`config.mk`:
```
export PLATFORM = sky130hd
export DESIGN_NAME = extender_pipe
export DESIGN_NICKNAME = d
export VERILOG_FILES = /design/src/rtl/extender_pipe.sv
export SDC_FILE = /design/constraint.sdc
export NUM_CORES = 1
export LEC_CHECK = 0
export BUFFER_PORTS_ARGS = -buffer_cell sky130_fd_sc_hd__buf_4
export CORE_MARGIN = 2
export CORE_UTILIZATION = 37
export DETAILED_ROUTE_END_ITERATION = 16
export GPL_TIMING_DRIVEN = 0
export PLACE_DENSITY = 0.6
export RECOVER_POWER = 25
export SLEW_MARGIN = 0
export SYNTH_ARGS = -nofsm -noshare
export SYNTH_HDL_FRONTEND = slang
export SYNTH_SLANG_ARGS = --single-unit
```
`constraint.sdc`:
```
create_clock -name CLK -period 3.1 [get_ports CLK]
set_input_delay 0.31 -clock CLK [delete_from_list [all_inputs] [get_ports CLK]]
set_output_delay 0.31 -clock CLK [all_outputs]
set_load 0.02 [all_outputs]
```
`src/rtl/extender_pipe.sv`:
```
// Immediate extender (zero / signed / upper / branch) feeding a 2-entry result FIFO.
// Results appear one cycle after accept; ready/valid on both sides, with synchronous flush.
module extender_pipe #(
  parameter int IMM_W = 16,
  parameter int OUT_W = 32,
  parameter int TAG_W = 5
) (
  input  logic             CLK,
  input  logic             nRST,
  input  logic             in_valid,
  output logic             in_ready,
  input  logic [IMM_W-1:0] imm,
  input  logic [1:0]       ext_mode,
  input  logic [TAG_W-1:0] in_tag,
  input  logic             flush,
  output logic             out_valid,
  input  logic             out_ready,
  output logic [OUT_W-1:0] out_data,
  output logic [TAG_W-1:0] out_tag,
  output logic [1:0]       count
);

  if (OUT_W < IMM_W + 2) begin : g_bad_width
    $error("extender_pipe: OUT_W must be at least IMM_W+2");
  end

  typedef enum logic [1:0] {M_ZERO = 2'd0, M_SIGNED = 2'd1, M_UPPER = 2'd2, M_BRANCH = 2'd3} mode_e;

  typedef struct packed {
    logic [OUT_W-1:0] data;
    logic [TAG_W-1:0] tag;
  } entry_t;

  entry_t [1:0] mem;
  logic         wr_ptr, rd_ptr;
  logic [1:0]   cnt;
  logic         accept, deq;
  logic [OUT_W-1:0] ext_sign, ext_res;

  assign ext_sign = {{(OUT_W-IMM_W){imm[IMM_W-1]}}, imm};

  always_comb begin
    ext_res = '0;
    case (mode_e'(ext_mode))
      M_ZERO:   ext_res = {{(OUT_W-IMM_W){1'b0}}, imm};
      M_SIGNED: ext_res = ext_sign;
      M_UPPER:  ext_res = {imm, {(OUT_W-IMM_W){1'b0}}};
      M_BRANCH: ext_res = {ext_sign[OUT_W-3:0], 2'b00};
      default:  ext_res = '0;
    endcase
  end

  // Ready comes only from registered occupancy, so a full FIFO never accepts even while draining.
  assign in_ready  = (cnt != 2'd2);
  assign out_valid = (cnt != 2'd0);
  assign accept    = in_valid & in_ready;
  assign deq       = out_valid & out_ready;
  assign count     = cnt;
  assign out_data  = out_valid ? mem[rd_ptr].data : '0;
  assign out_tag   = out_valid ? mem[rd_ptr].tag  : '0;

  always_ff @(posedge CLK or negedge nRST) begin
    if (!nRST) begin
      mem    <= '0;
      wr_ptr <= 1'b0;
      rd_ptr <= 1'b0;
      cnt    <= 2'd0;
    end else if (flush) begin
      wr_ptr <= 1'b0;
      rd_ptr <= 1'b0;
      cnt    <= 2'd0;
    end else begin
      if (accept) begin
        mem[wr_ptr] <= '{data: ext_res, tag: in_tag};
        wr_ptr      <= ~wr_ptr;
      end
      if (deq) rd_ptr <= ~rd_ptr;
      case ({accept, deq})
        2'b10:   cnt <= cnt + 2'd1;
        2'b01:   cnt <= cnt - 2'd1;
        default: cnt <= cnt;
      endcase
    end
  end

endmodule

```
-- After elaboration in Yosys (flattened, before gate mapping)
Cells that the tools add are included.
- $add $sub $neg: 2
- order comparisons: 3
- equal/unequal tests: 6
- mux-type cells: 14
- bitwise operators: 5
- reduce and logical (&&, ||, !) cells: 7
- operators by type and width (kind ; number):
    $pmux 32 s4 ; 1
    $mux 37 ; 3
    $bwmux 74 ; 1
    $demux 37 s1 ; 1
    $mux 32 ; 1
    $eq 2x2->1 const B ; 3
    $reduce_bool 2->1 ; 3
    $mux 5 ; 1
    $eq 2x1->1 const B ; 2
    $lt 1x2->1 const B ; 2
    $mux 1 ; 4
    $pmux 2 s2 ; 1
    $not 1->1 ; 3
    $reduce_bool 3->1 ; 1
    $add 2x1->2 const B ; 1
    $and 1x1->1 ; 2
    $logic_not 2->1 ; 1
    $mux 2 ; 1
    $ne 2x2->1 const B ; 1
    $reduce_and 2->1 ; 1
    $sub 2x1->2 const B ; 1
    $ge 1x1->1 const B ; 1
    $logic_and 1x1->1 ; 1
- register bits after elaboration: 78
- output and inout bits: 41

-- Logic depth before layout (Yosys ltp)
Gate-level depths: netlist (run 1).
- word-level depth: 5
- mapped depth: 6
- mapped depth without buffers: 4

-- Worst setup path after synthesis (run 1)
Ideal clock, no wire load.
- kind: register to register
- from: register cnt[0], in the netlist count[0]
- to: register mem[59] in the netlist's numbering
- setup time: 0.125 ns
- arrival time: 1.748 ns
- required time: 2.975 ns
- setup slack: 1.227 ns
- cell stages (with the launch flop): 7
- path buffers: 2
- cells stage by stage: dfrtp_1 > and2b_4 > inv_1 > nand4b_1 > buf_2 > buf_4 > mux2_2
- longest elaborated chain between the ends: 3
- RTL lines (element ; RTL line ; RTL):
    start, declared ; 36 ; logic [1:0] cnt;
    start signal, assigned ; 79 ; 2'b10: cnt <= cnt + 2'd1;
    start signal, assigned ; 80 ; 2'b01: cnt <= cnt - 2'd1;
    start signal, assigned ; 81 ; default: cnt <= cnt;
    $ne 2x2->1 ; 54 ; assign in_ready = (cnt != 2'd2);
    net in_ready ; 11 ; output logic in_ready,
    $and 1x1->1 ; 56 ; assign accept = in_valid & in_ready;
    $reduce_and 2->1 (no line) ; n/a ;
    end signal, assigned by index ; 74 ; mem[wr_ptr] <= '{data: ext_res, tag: in_tag};
    end, declared ; 34 ; entry_t [1:0] mem;
The timed path passes the listed nets, and every way through them passes these cells.
A chain may end at the register's enable or synchronous reset.

-- Final worst setup path (run 1)
- from: register cnt[0], in the netlist count[0]
- to: output out_data[16]
- longest elaborated chain between the ends: 2
- RTL lines (element ; RTL line ; RTL):
    $reduce_bool 2->1 ; 55 ; assign out_valid = (cnt != 2'd0);
    $mux 32 ; 59 ; assign out_data = out_valid ? mem[rd_ptr].data : '0;
    end, declared ; 18 ; output logic [OUT_W-1:0] out_data,
No other way between the ends.

==> flow_results.org, run 1 <==
** Drt
- After the first detailed-routing iteration, the DRC count stood at 72.
- Final routed wire length divided by cell count :: 16.7 um
- Count of unresolved DRC violations after routing :: 0
- Detailed Route WL :: 8.84 mm
- Per-cell via count in the routed design :: 4.92
- Once detail routing completed, the nets flagged for antenna violations numbered 0.
- Total vias in the final route :: 2602
- First-pass detailed-route iteration total :: 4

** Min path
- Worst min-delay path class :: input pin to flop
- Hold path endpoint :: count[1]
- Number of cells on the worst hold path :: 2
- The worst hold path begins at flush.

** CTS
- TritonCTS built the clock tree.
- Clock-pin slew was measured on the worst setup and hold paths at 0.08 ns.
- Gates resized during post-CTS repair numbered 0.
- Post-CTS setup buffers :: 0
- The cell sitting at the root of the clock tree is a clkbuf_8.
- Number of H-tree levels :: 3
- At the later pin of the worst-skew pair, clock insertion delay measures 0.34 ns.
- In this run, CTS created clock tree buffers numbering 9.
- Number of sinks on the clock net :: 78
- Buffers from clock root to sink, at most :: 2
- Hold Buf Count CTS :: 0

** Timing
- The final number of hold-violating endpoints is 0.
- For the finished layout, the period the worst path requires is 2.40 ns.
- Clock Skews :: 0.00888 ns
- Number of failing setup endpoints in the final timing report :: 0
- Unrepaired setup endpoints after global routing :: no
- Dividing the final minimum period by the clock period gives 77.4%.
- Derived from the worst setup path, the maximum achievable clock frequency is 417 MHz.
- Least setup slack across all paths after layout :: 0.702 ns
- For the pin with the worst max-slew slack, the measured transition is 1.95 ns.
- Max-slew violation count :: 79
- Relative slew margins :: -29.8%
- Setup tns final :: 0 ns

** Pwr
- The analysis attributes to cell leakage a power of 2.25 nW.
- Peak VDD IR :: 0.211 mV
- Power density of the placed cells :: 585 nW/um2

** Synth
- Sequential cell area fraction in the yosys report :: 50.2%
- Net Count, Synth :: 339
- Seq cells post-synth :: 78
- In this run the mean area of a mapped cell was 12.5 um2.
- Yosys warning count :: 0
- Share of the synthesized area in the top cell type :: 50.2%
- Post-Syn Instances :: 311
- Summed instance area of the synthesized netlist :: 3880 um2
- The number of different library cells used by synthesis comes to 29.
- The biggest area contributor in the post-synthesis netlist is dfrtp_1.
- Top cells by area in the synthesized netlist :: dfrtp_1 50%, mux2_2 17%, mux2i_1 11%, nor2_1 3.8%, a22o_1 2.9%

** Worst setup path
- In this run the critical register-to-register path is captured at mem[24].
- Logic depth of the worst register-to-register path :: 4
- The worst register-to-register path begins at count[0].
- Type of destination of the critical path :: output pin
- Register-to-Register Setup Slack :: 1.06 ns
- At the worst endpoint, the arrival time is 2.09 ns.
- The critical path is of the flop to output pin type.
- Data required time at the worst endpoint :: 2.79 ns
- Type of element launching the critical path :: flop
- Of all nets on the critical path, the largest fanout is 10.

** Floorplan
- The floorplan step defined a die boundary enclosing 11300 um2.
- Vertical die dimension :: 106 um
- Num ports :: 69
- Once the floorplan was initialized, standard cells occupied 37.8% of the core.
- Core Footprint :: 10300 um2
- The die is 106 um wide.
- Row generation in the floorplan step produced 37 rows.

** Outcome
- The run finished, with violations left.
- Violated checks :: max-capacitance violations, max-slew violations

** Global route
- The number of antenna violations at the first check in global routing came to 0.
- Summed over all layers, the global routing overflow is 0.
- Entering global routing, the biggest net connects 79 pins.
- The via count of the first global-routing pass is 2797.
- For this run, the total global-route usage over all layers was measured as 16.5%.
- The first global-routing pass estimated 14.3 mm of wire.

** Placement
- IO buf count :: 68
- Routability-driven placement finished with a final weighted congestion of 0.705.
- Placement-stage worst setup slack :: 1.01 ns
- The wire-length estimate of the detail-placed layout is 6.32 mm.

** Layout
- The library cells used most frequently in the layout, excluding fill and tap cells, are 78 x dfrtp_1, 70 x buf_4, 58 x mux2_2.
- After the last flow step, the layout net total stands at 418.
- Most common library cell in the layout ignoring fill and taps :: dfrtp_1
- The repair_antennas step left the layout with diodes totalling 0.
- Final Core Density :: 45.9%
- Cells with a size suffix above 1 make up 40.5% of the layout.
- Syn-to-layout area delta :: 21.4%

** Job
- Max Cap Viol :: 1
[Yosys cell counts]
| library cell | count |
|---|---|
| dfrtp_1 | 78 |
| mux2_2 | 58 |
| mux2i_1 | 44 |
| nor2_1 | 39 |
| a21o_1 | 15 |
| a22o_1 | 13 |
| clkbuf_1 | 9 |
| inv_1 | 9 |
| mux2_4 | 7 |
| a21oi_1 | 4 |
| buf_2 | 4 |
| mux2_1 | 4 |
| buf_4 | 3 |
| buf_6 | 3 |
| nor2b_1 | 3 |
| o21ai_0 | 3 |
| a22oi_1 | 2 |
| and2_0 | 2 |
| and2b_4 | 1 |
| buf_1 | 1 |
| inv_2 | 1 |
| nand3b_1 | 1 |
| nand4b_1 | 1 |
| nor3b_1 | 1 |
| nor4_4 | 1 |
| o211ai_1 | 1 |
| or2_2 | 1 |
| or3_1 | 1 |
| xor2_1 | 1 |
[worst max-delay path by stage]
stage | from | end | slack (ns) | depth (start not counted)
after global placement | count[0] | out_data[16] | 1.0 | 5
after CTS | count[0] | out_data[29] | 0.62 | 5
after detailed placement | count[0] | out_data[16] | 1.01 | 5
final | count[0] | out_data[16] | 0.70 | 5
after global routing | count[0] | out_data[29] | 0.46 | 5
after floorplan | count[0] | mem[59] | 1.23 | 6
[per-layer routing]
metal | vias up | global-route usage, % | wire length (um)
met5 | - | 0 | 0
met1 | 1295 | 21.3 | 4110
li1 | 1249 | - | -
met4 | 0 | 5.38 | 102
met3 | 8 | 3.62 | 324
met2 | 50 | 27.6 | 4300
[worst max-delay path: stages (launching register included)]
cell and delay, ns:
dfrtp_1 0.45, nor2_1 0.16, clkbuf_1 0.39, buf_1 0.45, nor2_1 0.11, buf_4 0.18
[report_power, final]
| part | total (W) | switching, W | internal (W) |
|---|---|---|---|
| Combinational | 0.000747 | 0.000352 | 0.000395 |
| Sequential | 0.00138 | 0.000116 | 0.00126 |
| Clock | 0.000638 | 0.000336 | 0.000302 |
[sequential cells by signal (all words and copies together), names as in the netlist]
signal and count:
rd_ptr 1, mem 74, wr_ptr 1, count 2
[cell type report]
type                            count  area (um2)
Sequential cell                    78        1950
Multi-Input combinational cell    203        1780
Buffer                             20         114
Clock buffer                       12         145
Fill cell                        1001        5560
Tap cell                          136         170
Clock inverter                      2        10.0
Timing Repair Buffer               68         508
Inverter                           10        37.5
[metrics by stage]
stage               instance area [um2]  hold WS (ns)  power (W)  std cells
floorplan                          3880        0.0144    0.00189        311
global placement                   4570         0.468    0.00213        515
detailed placement                 4570         0.474    0.00216        515
CTS                                4720         0.159    0.00280        529
global route                       4720         0.167    0.00293        529
finish                             4720         0.177    0.00276        529
[logic make-up (layout without fill, tap and decap cells)]
kind of cell	count (synthesis)	in the layout	synth area share, %
compound gates	38	38	7.31
xor+xnor	1	1	0.225
buf+inv	30	112	3.90
flops	78	78	50.2
mux	113	113	32.0
simple gates	51	51	6.31
Power figures use the tool's default switching activity.
==> run 2: changes to the inputs <==
--- a/config.mk
+++ b/config.mk
@@ -5,12 +5,13 @@
 export SDC_FILE = /design/constraint.sdc
 export NUM_CORES = 1
 export LEC_CHECK = 0
+export ABC_AREA = 1
 export BUFFER_PORTS_ARGS = -buffer_cell sky130_fd_sc_hd__buf_4
 export CORE_MARGIN = 2
 export CORE_UTILIZATION = 37
 export DETAILED_ROUTE_END_ITERATION = 16
 export GPL_TIMING_DRIVEN = 0
-export PLACE_DENSITY = 0.6
+export PLACE_DENSITY = 0.62
 export RECOVER_POWER = 25
 export SLEW_MARGIN = 0
 export SYNTH_ARGS = -nofsm -noshare
==> constraint.sdc (replaced) <==
create_clock -name CLK -period 1.95 [get_ports CLK]
set_input_delay 0.195 -clock CLK [delete_from_list [all_inputs] [get_ports CLK]]
set_output_delay 0.195 -clock CLK [all_outputs]
set_load 0.02 [all_outputs]
==> flow_results.org, run 2 <==
** Pwr
- The overall power came to 0.00723 W (was 0.00276 W).
- The static leakage power came to 2.48 nW (was 2.25 nW).
- The worst-case vdd ir drop was 0.628 mV (was 0.211 mV).
- Power density of the placed cells :: 1450 nW/um2 (was 585 nW/um2)

** Synth
- Synthesized-area fraction occupied by ao, oa, aoi and oai cells :: 22.2% (was 7.31%)
- The synthesized area divided by synthesized cell count was 8.10 um2 (was 12.5 um2).
- The number of nets in the synthesized netlist is 524 (was 339).
- The largest area contributor in the synthesized netlist is dfrtp_1 (unchanged).
- Yosys warning count :: 0 (unchanged)
- The dominant combinational cell family by area after synthesis was compound AO/OA/AOI/OAI gates (was multiplexers).
- The number of enable flip-flop cells after synthesis was 0 (unchanged).
- Synth top cells by count: 162 x nand2_1, 78 x dfrtp_1, 61 x inv_1 (was 78 x dfrtp_1, 58 x mux2_2, 44 x mux2i_1).
- Summed instance area of the synthesized netlist :: 4020 um2 (was 3880 um2)
- The share of flip-flops with an asynchronous set or reset is 100% (unchanged).
- Fraction of synthesized area in multiplexers :: 0% (was 32.0%)
- The number of library cell types mapped by synthesis came to 20 (was 29).
- The xor and xnor area share after synthesis came to 0% (was 0.225%).
- Flip-flop cell with the highest count after synthesis :: dfrtp_1 (unchanged)
- Top cells by area in the synthesized netlist: dfrtp_1 49%, nand2_1 15%, o21ai_2 8.7%, inv_1 5.7%, a21oi_1 4.7% (was dfrtp_1 50%, mux2_2 17%, mux2i_1 11%, nor2_1 3.8%, a22o_1 2.9%).
- Simple-gate share of the synthesized area :: 18.0% (was 6.31%)
- Post-synthesis adder-cell area fraction :: 0% (unchanged)
- The share of the synthesized area in the top cell type came to 48.6% (was 50.2%).
- Sequential cell area fraction in the yosys report :: 48.6% (was 50.2%)
- The synthesized instance count came to 496 (was 311).
- Cell with the most instances after synthesis :: nand2_1 (was dfrtp_1)
- Seq cells post-synth :: 78 (unchanged)

** Floorplan
- The height of the die is 108 um (was 106 um).
- The top-level port count was 69 (unchanged).
- Overall die width :: 108 um (was 106 um)
- Core Footprint :: 10700 um2 (was 10300 um2)
- Area of the die :: 11700 um2 (was 11300 um2)
- Starting density of the core :: 37.6% (was 37.8%)
- Number of placement rows :: 38 (was 37)

** Layout
- Highest-count cells in the layout ignoring fill and taps: 162 x nand2_1, 77 x dfrtp_1, 68 x buf_4 (was 78 x dfrtp_1, 70 x buf_4, 58 x mux2_2).
- The number of flip-flops in the largest register came to 74 (unchanged).
- The number of nets in the layout came to 602 (was 418).
- The share of post-route cells with drive strength above 1 is 27.7% (was 40.5%).
- The synthesis-to-layout area growth was 24.1% (was 21.4%).
- The register bank with the most flops is mem (unchanged).
- Diodes inserted :: 0 (unchanged)
- The filler cell count in the final layout came to 1091 (was 1001).
- The most common library cell in the layout ignoring fill and taps is nand2_1 (was dfrtp_1).

** Global route
- Overall Global Routing Usage :: 19.8% (was 16.5%)
- Via count of the first global-routing pass :: 3527 (was 2797)
- Number of antenna violations at the first check in global routing :: 0 (unchanged)
- Wire length of the first global-routing pass :: 17.9 mm (was 14.3 mm)
- Remaining global-route overflow :: 0 (unchanged)
- The pin count of the biggest net entering global routing came to 79 (unchanged).

** Drt
- The number of iterations in the first detailed-routing pass came to 5 (was 4).
- The routed via count was 3559 (was 2602).
- Count of unresolved DRC violations after routing :: 0 (unchanged)
- Initial drt markers :: 253 (was 72)
- The detailed-route vias per instance is 4.96 (was 4.92).
- Detailed Route WL :: 10.9 mm (was 8.84 mm)
- Final routed wire length divided by cell count :: 15.2 um (was 16.7 um)
- The post-detailed-route count of antenna-violating nets came to 0 (unchanged).

** Worst setup path
- The count of buffering cells on the critical path with inverters included was 2 (was 3).
- The cell family contributing the most delay on the critical path is buffers and inverters (unchanged).
- Logic depth of the worst register-to-register path :: 7 (was 4)
- Cells traversed along the worst timing path: nor2_4 > buf_2 > a21oi_1 > buf_4 (was nor2_1 > clkbuf_1 > buf_1 > nor2_1 > buf_4).
- The critical path capture point type is an output pin (unchanged).
- Setup Crit Path Kind :: flop to output pin (unchanged)
- The launching element type of the critical path is a flop (unchanged).
- The data arrival at the endpoint of the critical path is 1.65 ns (was 2.09 ns).
- The highest-delay cell along the critical path is dfrtp_1 (unchanged).
- Longest individual stage delay on the worst path :: 0.46 ns (was 0.45 ns)
- The endpoint required time on the critical path is 1.75 ns (was 2.79 ns).
- RR Startpoint :: count[0] (unchanged)
- The reg2reg setup slack came to 0.32 ns (was 1.06 ns).
- The endpoint of the most critical register-to-register path was mem[51] (was mem[24]).
- Largest fanout on the critical path :: 10 (unchanged)

** Timing
- Max-slew violation count :: 0 (was 79)
- The final critical path takes up 94.7% of the cycle.
- The setup-violating endpoint count in the final report came to 0 (unchanged).
- Final number of hold-violating endpoints :: 1 (was 0)
- Relative slew margins :: 34.3% (was -29.8%)
- The final clock skew is 0.0102 ns (was 0.00888 ns).
- Static timing analysis puts the maximum clock frequency at 541 MHz.
- The clock period could shrink to 1.85 ns.
- Setup tns final :: 0 ns (unchanged)
- The final hold slack was -0.00430 ns (was 0.177 ns).
- Transition time of the tightest slew-check pin :: 0.985 ns (was 1.95 ns)
- Unrepaired setup endpoints after global routing :: no (unchanged)

** CTS
- The sink count of the clock tree is 78 (unchanged).
- The CTS tree was built (unchanged).
- The clock edge transition at the registers on the reported setup and hold paths came to 0.08 ns (about the same).
- Buffers from clock root to sink, at most :: 2 (unchanged)
- The insertion delay of the later-clocked pin in the worst-skew pair came to 0.35 ns (was 0.34 ns).
- The cell at the root of the clock tree is clkbuf_8 (unchanged).
- TritonCTS buffer count :: 9 (unchanged)
- Number of H-tree levels :: 3 (unchanged)

** Placement
- Final RePlAce weighted congestion :: 0.930 (was 0.705)
- Post-DP HPWL :: 7.92 mm (was 6.32 mm)
- IO buf count :: 68 (unchanged)

** Outcome
- Violated checks: negative hold slack (was max-capacitance violations, max-slew violations).
- Result of the run :: complete, but fails checks (unchanged)

** Min path
- Worst min-delay path class :: input pin to asynchronous set/reset pin (was input pin to flop)

** Job
- The count of max-cap constraint violations came to 0 (was 1).
run 2: cell types whose count changed after synthesis, sizes merged, moves of 34 or more:
| cell | previous run | this run |
|---|---|---|
| a21oi | 4 | 38 |
| inv | 10 | 65 |
| mux2 | 69 | 0 |
| mux2i | 44 | 0 |
| nand2 | 0 | 164 |
| o21ai | 3 | 91 |
run 2: layout make-up:
| class | instances | area, um2 | share of cell area [%] |
|---|---|---|---|
| sequential | 78 | 1950 | 39.2 |
| multi-input combinational | 323 | 1620 | 32.6 |
| timing repair buffer | 68 | 510 | 10.2 |
| inverter | 65 | 246 | 4.94 |
| buffer | 29 | 221 | 4.44 |
| tap | 140 | 175 | 3.51 |
| clock buffer | 12 | 165 | 3.31 |
| clock inverter | 3 | 90.1 | 1.81 |
run 2: cell families after synthesis:
kind of cell / Yosys count
simple gates: 179
compound gates: 144
flops: 78
buf+inv: 95
run 2: worst max-delay path by stage:
stage | start | endpoint | cells past startpoint
after floorplan | count[1] | out_data[0] | 4
after global placement | rd_ptr | out_data[14] | 6
after detailed placement | rd_ptr | out_data[15] | 6
after CTS | rd_ptr | out_data[3] | 4
after global routing | count[0] | out_data[29] | 4
final | count[0] | out_data[15] | 4
run 2: timing repair:
item,in CTS,in global routing
buffers inserted,0,0
pin swaps,0,0
setup endpoints to repair,35,17
hold buffers,0,0
gates resized for setup,15,3
run 2: report_power, final:
part	leakage, nW	total, W	switching (W)	internal, W
sequential	0.998	0.00265	0.000377	0.00227
clock	0.129	0.00153	0.000581	0.000949
combinational	1.36	0.00305	0.00185	0.00120
run 2: metrics by stage:
stage / utilization [%] / cells / hold WS, ns / worst slack (ns) / instance area (um2)
finish: 46.6 / 718 / -0.00430 / 0.103 / 4990
global route: 46.6 / 718 / 0.0655 / 0.00313 / 4990
CTS: 46.6 / 718 / 0.0513 / 0.0349 / 4980
global placement: 44.0 / 704 / 0.417 / 0.0441 / 4700
detailed placement: 44.0 / 704 / 0.432 / 0.0398 / 4700
floorplan: - / 496 / -0.101 / 0.428 / 4020
run 2: per-layer routing:
metal	part of all wire, %	track usage [%]
met1	44	26.8
met2	49	32.3
met3	5.4	3.56
met4	2.0	6.50
met5	0	0
==> run 3: changes to the inputs <==
--- a/config.mk
+++ b/config.mk
@@ -11,7 +11,7 @@
 export CORE_UTILIZATION = 37
 export DETAILED_ROUTE_END_ITERATION = 16
 export GPL_TIMING_DRIVEN = 0
-export PLACE_DENSITY = 0.62
+export PLACE_DENSITY = 0.6
 export RECOVER_POWER = 25
 export SLEW_MARGIN = 0
 export SYNTH_ARGS = -nofsm -noshare
==> constraint.sdc (replaced) <==
create_clock -name CLK -period 2 [get_ports CLK]
set_input_delay 0.2 -clock CLK [delete_from_list [all_inputs] [get_ports CLK]]
set_output_delay 0.2 -clock CLK [all_outputs]
set_load 0.02 [all_outputs]
==> flow_results.org, run 3 (synthesized netlist as in run 2, its figures left out) <==
** Outcome
- Result of the run: complete, but fails checks (unchanged).
- Violated checks: max-capacitance violations, max-slew violations (was negative hold slack).

** Floorplan
- Number of placement rows :: 38 (unchanged)
- The height of the die came to 108 um (unchanged).
- Area of the die :: 11700 um2 (unchanged)
- Overall die width :: 108 um (unchanged)
- Core Footprint :: 10700 um2 (unchanged)
- The effective utilization at floorplan was 37.6% (unchanged).
- Num ports :: 69 (unchanged)

** Worst setup path
- The reg2reg setup slack came to 0.36 ns (was 0.32 ns).
- Worst setup path start :: count[1] (was count[0])
- Logic depth of the worst register-to-register path :: 7 (unchanged)
- Setup Crit Path Kind :: flop to output pin (unchanged)
- The critical path capture point type was an output pin (unchanged).
- The endpoint required time on the critical path was 1.80 ns (was 1.75 ns).
- The endpoint of the most critical register-to-register path was mem[52] (was mem[51]).
- RR Startpoint :: count[0] (unchanged)
- Largest fanout on the critical path :: 10 (unchanged)
- Type of element launching the critical path :: flop (unchanged)
- The data arrival at the endpoint of the critical path came to 1.69 ns (was 1.65 ns).

** Pwr
- Peak VDD IR :: 0.662 mV (was 0.628 mV)
- The overall power was 0.00688 W (was 0.00723 W).
- Cell leakage power :: 2.46 nW (was 2.48 nW)
- The cell area power density was 1390 nW/um2 (was 1450 nW/um2).

** Global route
- Overall Global Routing Usage :: 19.8% (about the same)
- Largest net degree at the start of global routing :: 79 (unchanged)
- The sum of overflow across all layers after global routing is 0 (unchanged).
- The number of antenna violations at the first check in global routing was 0 (unchanged).
- Wire length of the first global-routing pass :: 17.8 mm (was 17.9 mm)
- Via count of the first global-routing pass :: 3432 (was 3527)

** Timing
- Final number of hold-violating endpoints :: 0 (was 1)
- Unrepaired setup endpoints after global routing: no (unchanged).
- Counting I/O delays and the setup requirement, the final critical path takes 1.89 ns.
- Clock Skews :: 0.00784 ns (was 0.0102 ns)
- The aggregate negative setup slack is 0 ns (unchanged).
- Transition time of the tightest slew-check pin :: 1.76 ns (was 0.985 ns)
- The setup-violating endpoint count in the final report was 0 (unchanged).
- The final hold slack came to 0.141 ns (was -0.00430 ns).
- Part of the cycle the worst path needs :: 94.6%
- Max-slew violation count :: 79 (was 0)
- Static timing analysis puts the maximum clock frequency at 528 MHz.
- Relative slew margins :: -17.4% (was 34.3%)

** CTS
- The cell at the root of the clock tree is clkbuf_8 (unchanged).
- Clock latency at the later pin of the worst-skew pair :: 0.35 ns (about the same)
- CTS tree :: built (unchanged)
- Number of H-tree levels :: 3 (unchanged)
- Clock-pin slew of the registers on the worst-case setup and hold paths :: 0.07 ns (was 0.08 ns)
- Number of sinks on the clock net :: 78 (unchanged)
- Buffers from clock root to sink, at most :: 2 (unchanged)
- The TritonCTS buffer count was 9 (unchanged).
- Hold Buf Count CTS :: 0 (unchanged)

** Layout
- Diodes inserted :: 0 (unchanged)
- The filler cell count in the final layout came to 1104 (was 1091).
- The share of post-route cells with drive strength above 1 is 27.3% (was 27.7%).
- Area occupied by multi-input gates :: 1620 um2 (about the same)
- Max FFs per register :: 74 (unchanged)
- Highest-count cells in the layout ignoring fill and taps: 162 x nand2_1, 77 x dfrtp_1, 67 x buf_4 (was 162 x nand2_1, 77 x dfrtp_1, 68 x buf_4).
- Syn-to-layout area delta :: 23.1% (was 24.1%)
- Sequential Area :: 1950 um2 (unchanged)
- Most common library cell in the layout ignoring fill and taps :: nand2_1 (unchanged)
- The post-route cell area is 4950 um2 (was 4990 um2).
- Largest register by flop count :: mem (unchanged)
- The share of the core filled with cells came to 46.2% (was 46.6%).
- The number of nets in the layout was 602 (unchanged).

** Placement
- Post-DP HPWL :: 7.88 mm (was 7.92 mm)
- The post-place instance area is 4700 um2 (unchanged).
- IO buf count :: 68 (unchanged)
- Final RePlAce weighted congestion :: 0.870 (was 0.930)

** Min path
- The worst hold path begins at in_tag[2].
- Along the worst hold path, the cell count comes to 3.
- Worst min-delay path class :: input pin to flop (was input pin to asynchronous set/reset pin)
- The path with the worst hold slack has its endpoint at mem[39].

** Drt
- The total wirelength of the detailed-routed design came to 11.0 mm (was 10.9 mm).
- The average detailed-routed wire length per instance came to 15.3 um (was 15.2 um).
- The detailed-route vias per instance is 4.82 (was 4.96).
- Count of unresolved DRC violations after routing :: 0 (unchanged)
- Total vias in the final route :: 3464 (was 3559)
- First-pass detailed-route iteration total :: 7 (was 5)
- The post-detailed-route count of antenna-violating nets came to 0 (unchanged).
- Initial drt markers :: 158 (was 253)

** Job
- Max Cap Viol :: 1 (was 0)
[run 3: worst max-delay path by stage]
| stage | end | cells after the start | slack (ns) |
|---|---|---|---|
| floorplan | out_data[0] | 4 | 0.47 |
| global placement | out_data[15] | 6 | 0.09 |
| detailed placement | out_data[4] | 6 | 0.09 |
| CTS | out_data[4] | 5 | 0.009 |
| global route | out_data[14] | 4 | 0.04 |
| finish | out_data[15] | 4 | 0.11 |
[run 3: timing repair]
item,4_1_cts,5_1_grt
buffers inserted,0,0
endpoints found under the setup margin,36,24
gates resized for setup,12,6
[run 3: final cells by class]
cell class | count | share of cell area [%]
inverters | 65 | 4.98
multi-input cells | 323 | 32.8
clock buffers | 12 | 3.14
plain buffers | 29 | 4.48
well taps | 140 | 3.54
clock inverters | 3 | 1.37
repair buffers | 68 | 10.3
flip-flops and latches | 78 | 39.5
[run 3: critical path, cell delays in order (launching register included)]
cell and delay, ns:
dfrtp_1 0.47, nor2_4 0.26, clkbuf_2 0.32, a21oi_1 0.11, buf_4 0.17
[run 3: metrics by stage]
step | setup slack [ns] | instances
after floorplan | 0.473 | 496
after global placement | 0.0858 | 704
after detailed placement | 0.0881 | 704
after CTS | 0.00928 | 718
after global routing | 0.0422 | 718
final | 0.107 | 718
[run 3: metal layers]
metal	up-vias	wire (um)	global-route usage, %
met4	0	87	3.11
met5	-	0	0
met1	1644	5080	27.0
li1	1731	-	-
met2	81	5300	32.8
met3	8	483	4.46
[run 3: where the power goes]
part | internal [W] | switching, W
combinational | 0.00116 | 0.00181
clock | 0.000766 | 0.000560
sequential | 0.00222 | 0.000362
total | 0.00415 | 0.00273
